--- src/rtl/delay_line_meter_pkg.sv ---
// delay_line_meter_pkg: shared FSM state type and constants for the delay line meter.
package delay_line_meter_pkg;
    typedef enum logic [2:0] {IDLE, FLUSH, PROBE, WAIT, DONE} state_t;
    localparam int COUNT_W = 8;
    localparam logic [COUNT_W-1:0] TIMEOUT_CODE = 8'hFF;
    localparam int AVG_PASSES = 4;
endpackage

--- src/rtl/delay_line_meter_if.sv ---
// delay_line_meter_if: measurement request/result bus plus the drive and return of the line under test.
interface delay_line_meter_if;
    logic start;
    logic [delay_line_meter_pkg::COUNT_W-1:0] probe_pattern;
    logic [delay_line_meter_pkg::COUNT_W-1:0] rx_data;
    logic [delay_line_meter_pkg::COUNT_W-1:0] tx_data;
    logic busy;
    logic done;
    logic timeout;
    logic [delay_line_meter_pkg::COUNT_W-1:0] delay_count;
    modport master (output start, probe_pattern, rx_data, input tx_data, busy, done, timeout, delay_count);
    modport slave (input start, probe_pattern, rx_data, output tx_data, busy, done, timeout, delay_count);
endinterface

--- src/rtl/delay_line_meter.sv ---
// delay_line_meter: flushes a delay line, launches a marker byte and counts cycles until it returns.
// Define DELAY_LINE_METER_AVG_EN to average AVG_PASSES back-to-back passes per start.
module delay_line_meter
    import delay_line_meter_pkg::*;
#(
    parameter int FLUSH_CYCLES = 96,
    parameter int MAX_WAIT = 255
) (
    input logic clock,
    input logic reset_n,
    delay_line_meter_if.slave bus
);
    localparam logic [COUNT_W-1:0] FLUSH_LAST = COUNT_W'(FLUSH_CYCLES - 1);
    localparam logic [COUNT_W-1:0] WAIT_LAST = COUNT_W'(MAX_WAIT);
    state_t state_q, state_d;
    logic [COUNT_W-1:0] pattern_q, pattern_d;
    logic [COUNT_W-1:0] cnt_q, cnt_d, cnt_inc;
    logic [COUNT_W-1:0] tx_q, tx_d;
    logic [COUNT_W-1:0] delay_q, delay_d;
    logic timeout_q, timeout_d;
    logic match;
`ifdef DELAY_LINE_METER_AVG_EN
    logic [1:0] pass_q, pass_d;
    logic [9:0] sum_q, sum_d, sum_next;
    assign sum_next = sum_q + {2'b00, cnt_q};
`endif
    assign match = bus.rx_data == pattern_q;
    assign cnt_inc = (cnt_q == '1) ? cnt_q : cnt_q + 1'b1;

    always_ff @(posedge clock or negedge reset_n) begin
        if (!reset_n) begin
            state_q <= IDLE;
            pattern_q <= '0;
            cnt_q <= '0;
            tx_q <= '0;
            delay_q <= '0;
            timeout_q <= 1'b0;
`ifdef DELAY_LINE_METER_AVG_EN
            pass_q <= '0;
            sum_q <= '0;
`endif
        end else begin
            state_q <= state_d;
            pattern_q <= pattern_d;
            cnt_q <= cnt_d;
            tx_q <= tx_d;
            delay_q <= delay_d;
            timeout_q <= timeout_d;
`ifdef DELAY_LINE_METER_AVG_EN
            pass_q <= pass_d;
            sum_q <= sum_d;
`endif
        end
    end

    always_comb begin
        state_d = state_q;
        pattern_d = pattern_q;
        cnt_d = cnt_q;
        delay_d = delay_q;
        timeout_d = timeout_q;
`ifdef DELAY_LINE_METER_AVG_EN
        pass_d = pass_q;
        sum_d = sum_q;
`endif
        unique case (state_q)
            IDLE: if (bus.start) begin
                pattern_d = bus.probe_pattern;
                cnt_d = '0;
                timeout_d = bus.probe_pattern == '0;
                delay_d = (bus.probe_pattern == '0) ? TIMEOUT_CODE : '0;
                state_d = (bus.probe_pattern == '0) ? DONE : FLUSH;
`ifdef DELAY_LINE_METER_AVG_EN
                pass_d = '0;
                sum_d = '0;
`endif
            end
            FLUSH: begin
                state_d = (cnt_q == FLUSH_LAST) ? PROBE : FLUSH;
                cnt_d = (cnt_q == FLUSH_LAST) ? '0 : cnt_inc;
            end
            PROBE, WAIT: if (match) begin
`ifdef DELAY_LINE_METER_AVG_EN
                sum_d = sum_next;
                cnt_d = '0;
                pass_d = pass_q + 1'b1;
                state_d = (pass_q == 2'(AVG_PASSES - 1)) ? DONE : FLUSH;
                delay_d = (pass_q == 2'(AVG_PASSES - 1)) ? COUNT_W'(sum_next / 10'(AVG_PASSES)) : delay_q;
`else
                state_d = DONE;
                delay_d = cnt_q;
`endif
            end else if (cnt_q == WAIT_LAST) begin
                state_d = DONE;
                timeout_d = 1'b1;
                delay_d = TIMEOUT_CODE;
            end else begin
                state_d = WAIT;
                cnt_d = cnt_inc;
            end
            DONE: state_d = IDLE;
            default: state_d = IDLE;
        endcase
        tx_d = (state_d == PROBE) ? pattern_d : '0;
    end

    always_comb begin
        bus.busy = state_q != IDLE;
        bus.done = state_q == DONE;
    end

    assign bus.tx_data = tx_q;
    assign bus.delay_count = delay_q;
    assign bus.timeout = timeout_q;
endmodule

--- src/flat_wrapper.sv ---
// flat-port wrapper written by rule: the top's interface ports become plain ports
module delay_line_meter_flat import delay_line_meter_pkg::*;
#(
    parameter int FLUSH_CYCLES = 96,
    parameter int MAX_WAIT = 255
)
  (clock, reset_n, bus_start, bus_probe_pattern, bus_rx_data, bus_tx_data, bus_busy, bus_done, bus_timeout, bus_delay_count);
  delay_line_meter_if bus_i ();
  input logic clock;
  input logic reset_n;
  input wire logic [$bits(bus_i.start)-1:0] bus_start;
  input wire logic [$bits(bus_i.probe_pattern)-1:0] bus_probe_pattern;
  input wire logic [$bits(bus_i.rx_data)-1:0] bus_rx_data;
  output wire logic [$bits(bus_i.tx_data)-1:0] bus_tx_data;
  output wire logic [$bits(bus_i.busy)-1:0] bus_busy;
  output wire logic [$bits(bus_i.done)-1:0] bus_done;
  output wire logic [$bits(bus_i.timeout)-1:0] bus_timeout;
  output wire logic [$bits(bus_i.delay_count)-1:0] bus_delay_count;
  assign bus_i.start = bus_start;
  assign bus_i.probe_pattern = bus_probe_pattern;
  assign bus_i.rx_data = bus_rx_data;
  assign bus_tx_data = bus_i.tx_data;
  assign bus_busy = bus_i.busy;
  assign bus_done = bus_i.done;
  assign bus_timeout = bus_i.timeout;
  assign bus_delay_count = bus_i.delay_count;
  delay_line_meter #(.FLUSH_CYCLES(FLUSH_CYCLES), .MAX_WAIT(MAX_WAIT)) u_core (.clock(clock), .reset_n(reset_n), .bus(bus_i));
endmodule
--- config.mk ---
export PLATFORM = sky130hd
export DESIGN_NAME = delay_line_meter_flat
export DESIGN_NICKNAME = d
export VERILOG_FILES = /design/src/rtl/delay_line_meter_pkg.sv /design/src/rtl/delay_line_meter_if.sv /design/src/rtl/delay_line_meter.sv /design/src/flat_wrapper.sv
export SDC_FILE = /design/constraint.sdc
export NUM_CORES = 1
export LEC_CHECK = 0
export ABC_AREA = 1
export CORE_ASPECT_RATIO = 0.7
export CORE_MARGIN = 5
export CORE_UTILIZATION = 46
export DETAILED_ROUTE_END_ITERATION = 10
export PLACE_DENSITY = 0.73
export SLEW_MARGIN = 15
export SYNTH_ARGS = -nofsm -noshare
export SYNTH_HDL_FRONTEND = slang
export SYNTH_SLANG_ARGS = --single-unit
--- constraint.sdc ---
create_clock -name clock -period 1.8 [get_ports clock]
set_input_delay 0.18 -clock clock [delete_from_list [all_inputs] [get_ports clock]]
set_output_delay 0.18 -clock clock [all_outputs]
set_load 0.01 [all_outputs]
* Yosys cells after proc, flatten, opt, wreduce, memory -nomap -nowiden
Cells that the tools add are included.
** Word-level totals
- Register bits :: 36
- Output and inout port bits :: 19
- Word-level logic and storage cells :: 53
** Cells by class
- Add/subtract/negate cells :: 1
- Equality and inequality tests :: 13
- Mux-type cells :: 24
- Reduce and logical (&&, ||, !) cells :: 9
** Operators with widths (count)
- $mux W8 :: 12
- $pmux W8 S3 :: 1
- $pmux W8 S2 :: 1
- $mux W3 :: 4
- $eq A3 B2 Y1 const B :: 3
- $pmux W3 S3 :: 1
- $add A8 B1 Y8 const B :: 1
- $eq A8 B7 Y1 const B :: 1
- $eq A8 B8 Y1 :: 1
- $eq A8 B8 Y1 const B :: 1
- $logic_not A8 Y1 :: 1
- $reduce_and A4 Y1 :: 2
- $ne A2 B2 Y1 const B :: 3
- $reduce_bool A3 Y1 :: 2
- $eq A3 B1 Y1 const B :: 1
- $eq A3 B3 Y1 const B :: 1
- $logic_not A3 Y1 :: 1
- $mux W1 :: 3
- $ne A3 B1 Y1 const B :: 1
- $reduce_and A3 Y1 :: 1
- $mux W2 :: 1
- $ne A2 B1 Y1 const B :: 1
- $pmux W1 S2 :: 1
- $reduce_bool A2 Y1 :: 1
- $reduce_or A2 Y1 :: 1

* Depth between registers and ports, before layout
- Word-level depth :: 6
- Depth in mapped cells :: 11

* Worst setup path after synthesis
No wires, ideal clock.
- Path kind :: reg-to-reg
- Start :: register u_core.cnt_q[0]
- End :: register u_core.cnt_q[7]
- Setup time :: 0.122 ns
- Arrival :: 1.421 ns
- Data required time :: 1.678 ns
- Setup slack :: 0.258 ns
- Cell stages (with the launch flop) :: 9
- Path buffers :: 1
- Cells stage by stage :: dfrtp_1 ha_1 nand3_1 inv_2 nand2_4 o21ai_4 nor2_2 buf_6 o21ai_2
** On the way
- Cells in the longest elaborated chain, start to end :: 5
- Elaborated cells on any way between the ends :: 10
** Ends and longest elaborated chain
- from (decl) :: RTL line delay_line_meter.sv:17 : logic [COUNT_W-1:0] cnt_q, cnt_d, cnt_inc;
- from (signal assigned) :: RTL line delay_line_meter.sv:45 : cnt_q <= cnt_d;
- $add A8 B1 Y8 / $eq A8 B8 Y1 (equally long branches) :: RTL line delay_line_meter.sv:28, delay_line_meter.sv:93
- $mux W8 :: RTL line delay_line_meter.sv:28 : assign cnt_inc = (cnt_q == '1) ? cnt_q : cnt_q + 1'b1;
- $mux W8 :: RTL line delay_line_meter.sv:93 : end else if (cnt_q == WAIT_LAST) begin
- $mux W8 :: RTL line delay_line_meter.sv:82 : PROBE, WAIT: if (match) begin
- $pmux W8 S3 :: RTL line delay_line_meter.sv:66 : unique case (state_q)
Several ways; a longest one is shown, not always the timed one. The select of a mux whose other input is x is not followed.
A chain may end at the register's enable or synchronous reset.

* Worst setup path after layout
- Start :: register u_core.state_q[1]
- End :: output port bus_busy
** On the way
- Cells in the longest elaborated chain, start to end :: 1
** Ends and longest elaborated chain
- from (decl) :: RTL line delay_line_meter.sv:15 : state_t state_q, state_d;
- from (signal assigned) :: RTL line delay_line_meter.sv:43 : state_q <= state_d;
- $reduce_bool A3 Y1 :: RTL line delay_line_meter.sv:108 : bus.busy = state_q != IDLE;
- to (decl) :: RTL line flat_wrapper.sv:15 : output wire logic [$bits(bus_i.busy)-1:0] bus_busy;
Every way passes these cells.

==> metrics.txt <==
Leak=1.38 nW; worst min path class=primary input to async pin; post-synth top area cell=dfrtp_1; CTS Buffer Depth=2; commonest cells after routing, fill and taps aside=nand2_1, clkdlybuf4s50_1, inv_1, dfrtp_1, nor2_1; sequential fraction of the synthesis area=0.444; TritonCTS clock tree=done; outcome=complete, no violations; First-pass DRT Iterations=4; H-tree levels=2; synthesized area per cell=slightly below 8 um2; FF+latch count, synth=36; Setup Buffers After CTS=0; GP Congestion=0.891; max_slew headroom=0.683; worst path cell trace=inv_2 > nand3_2 > clkdlybuf4s50_1; internal power=roughly 0.0016 W; Post-CTS Hold Buffers=0; via count=between 1500 and 2000; DP HPWL=between 3000 and 4000 um; WL/cell=between 10 and 15 um; fmax=slightly below 600 MHz; clock transition at the registers of the reported paths=0.07 ns; maximum VDD drop=~0.00045 V; largest net degree at the start of global routing=37; WL final=between 4000 and 5000 um; Clk pwr share=0.257; Worst Tran Pin Value=between 0.4 and 0.5 ns; MaxCap Viol Count=0; Crit Path Class=flip-flop to primary output; Routed Antenna Nets=0; first-pass GRT wire length=around 8100 um; clk_lat worst skew=between 0.2 and 0.3 ns; Area contributors post-synth=dfrtp_1, nand2_1, inv_1, nor2_1, nand3_1; top cell type's share of synthesized area=0.444; Buf+Inv Stages, Crit Path=2; Total GRT Usage=0.181; vias in the first global route=around 1700; FF-to-FF setup slack=between 0.15 and 0.2 ns; Power Density=about 930 mW/mm2; initial antenna violation count=0; fin crit period=around 1.7 ns; Nets=332; Worst Path Max Fanout=4; Mapped Cells=approximately 260; final setup violation count=0; Cell Area, Synth=0.00203 mm2; clock root buffer=clkbuf_8; Crit. End Element=primary output; die height=65.6 um; Arr. time, crit path=1.50 ns; total negative slack=0 ns; die area=0.00586 mm2; Worst Hold Slack=about 0.3 ns; Final Power=about 0.0025 W; synth unique cells=31; core area=about 0.0043 mm2; RSZ-0062 raised after global routing=false; TritonCTS Buffers=5; count of final hold-check violations=0; Comb pwr share=0.304; Sw Share=0.339; fillers=389; Final WS setup=0.124 ns; yosys warns=0; Multi-input gate area=~950 um2; gr ovfl total=0; Setup crit start kind=flip-flop; post-placement cell count=between 300 and 400; register share of total power=0.438; share of cells above drive strength 1=0.170; Reg area=around 900 um2; Clock Skew=0.00514 ns; DR DRC count=0; Post-Place Worst Slack=around 0.074 ns; Initial DRC Count=90; number of diodes=0; Die X=89.4 um; Worst path slowest cell=clkdlybuf4s50_1; Initial Util=0.472; Core Rows=20; port bufs=37; CP required=roughly 1.6 ns; fin crit share=0.931; Post-Syn Nets=about 280; commonest non-fill, non-tap cell in the layout=nand2_1; Area Overhead vs Synth=30.7%; fin cells=367; Psw=roughly 0.00083 W; CP delay by family, top=buffers and inverters; Ports=38; clk sink count=36; Slew Viols, Final=0; CP peak stage delay=around 0.54 ns; Via density=4.87
worst reg2reg max path, stage by stage, from the launching register on:
cell and delay (ns):
dfrtp_1 0.52, nand2_2 0.10, nor3_4 0.23, nand2_4 0.15, o21ai_4 0.17, nor2_2 0.08
buf_12 0.15, nand2_1 0.07, o21ai_2 0.05
per-layer routing:
layer / track usage / up-vias / part of all wire
met3: 0.0414 / 7 / 0.062
li1: - / 929 / -
met5: 0 / - / 0
met4: 0.0613 / 0 / 0.013
met1: 0.273 / 810 / 0.51
met2: 0.253 / 43 / 0.41
power by group through the flow:
stage | Combinational (W) | Sequential [W] | Clock (W)
2_1_floorplan | 0.000540 | 0.00106 | 0
3_3_place_gp | 0.000727 | 0.00109 | 0
3_5_place_dp | 0.000744 | 0.00109 | 0
4_1_cts | 0.000751 | 0.00108 | 0.000640
5_1_grt | 0.000860 | 0.00110 | 0.000678
6_report | 0.000747 | 0.00108 | 0.000632
cell families (layout without fill, tap and decap cells):
family | count (synthesis) | after routing | share of synthesized area
AND/OR/NAND/NOR | 133 | 133 | 0.309
buffers and inverters | 45 | 98 | 0.0888
XOR/XNOR | 7 | 7 | 0.0302
AO/OA/AOI/OAI | 37 | 37 | 0.121
flip-flops | 36 | 36 | 0.444
adder cells (fa/ha/maj) | 1 | 1 | 0.00616
cell type report:
| class | instances | area share |
|---|---|---|
| multi-input combinational | 178 | 0.358 |
| sequential | 36 | 0.340 |
| timing repair buffer | 50 | 0.182 |
| tap | 55 | 0.0259 |
| inverter | 41 | 0.0580 |
| clock buffer | 7 | 0.0363 |
Yosys cell counts:
cell type,n
or2_0,1
nand2_4,1
nor3_1,2
xnor2_1,6
o21a_1,1
buf_2,3
nand2_2,5
nor2_2,1
nor3_2,1
nand2_1,70
a21oi_1,8
a21oi_2,1
a2bb2oi_1,1
dfrtp_1,36
buf_6,1
xor2_1,1
nor2_4,1
inv_1,35
a211oi_1,7
nand3_1,15
o21ai_0,10
nand3_2,3
or2_2,4
o21ai_2,6
ha_1,1
nor2_1,21
inv_2,6
o21ai_1,2
nor3_4,2
nand4_1,6
o21ai_4,1
registers in the layout, indices dropped and copies added, names as in the netlist:
| register | cells |
|---|---|
| u_core.bus.delay_count | 8 |
| u_core.state_q | 3 |
| u_core.cnt_q | 8 |
| u_core.bus.tx_data | 8 |
| u_core.pattern_q | 8 |
| u_core.bus.timeout | 1 |
what timing repair did:
action,in CTS,in global routing
resized for setup,1,1
endpoints found under the setup margin,1,1
endpoints found under the hold margin,0,0
pin swaps,0,0
worst paths after layout:
path,cells past startpoint,startpoint,endpoint
worst max-delay path,3,u_core.state_q[1],bus_busy
worst min-delay path,2,reset_n,u_core.bus.tx_data[7]
worst max register to register,8,u_core.cnt_q[5],u_core.cnt_q[0]
worst min register to register,2,u_core.bus.delay_count[7],u_core.bus.delay_count[7]
max in group asynchronous,2,reset_n,u_core.state_q[2]
min in group clock,2,u_core.bus.delay_count[7],u_core.bus.delay_count[7]
metrics by stage:
step                cell area, um2  utilization
finish                        2650        0.616
global route                  2650        0.616
CTS                           2650        0.616
detailed placement            2550        0.593
global placement              2550        0.593
floorplan                     2030            -
Note: power is estimated with default switching activity, not from simulation.
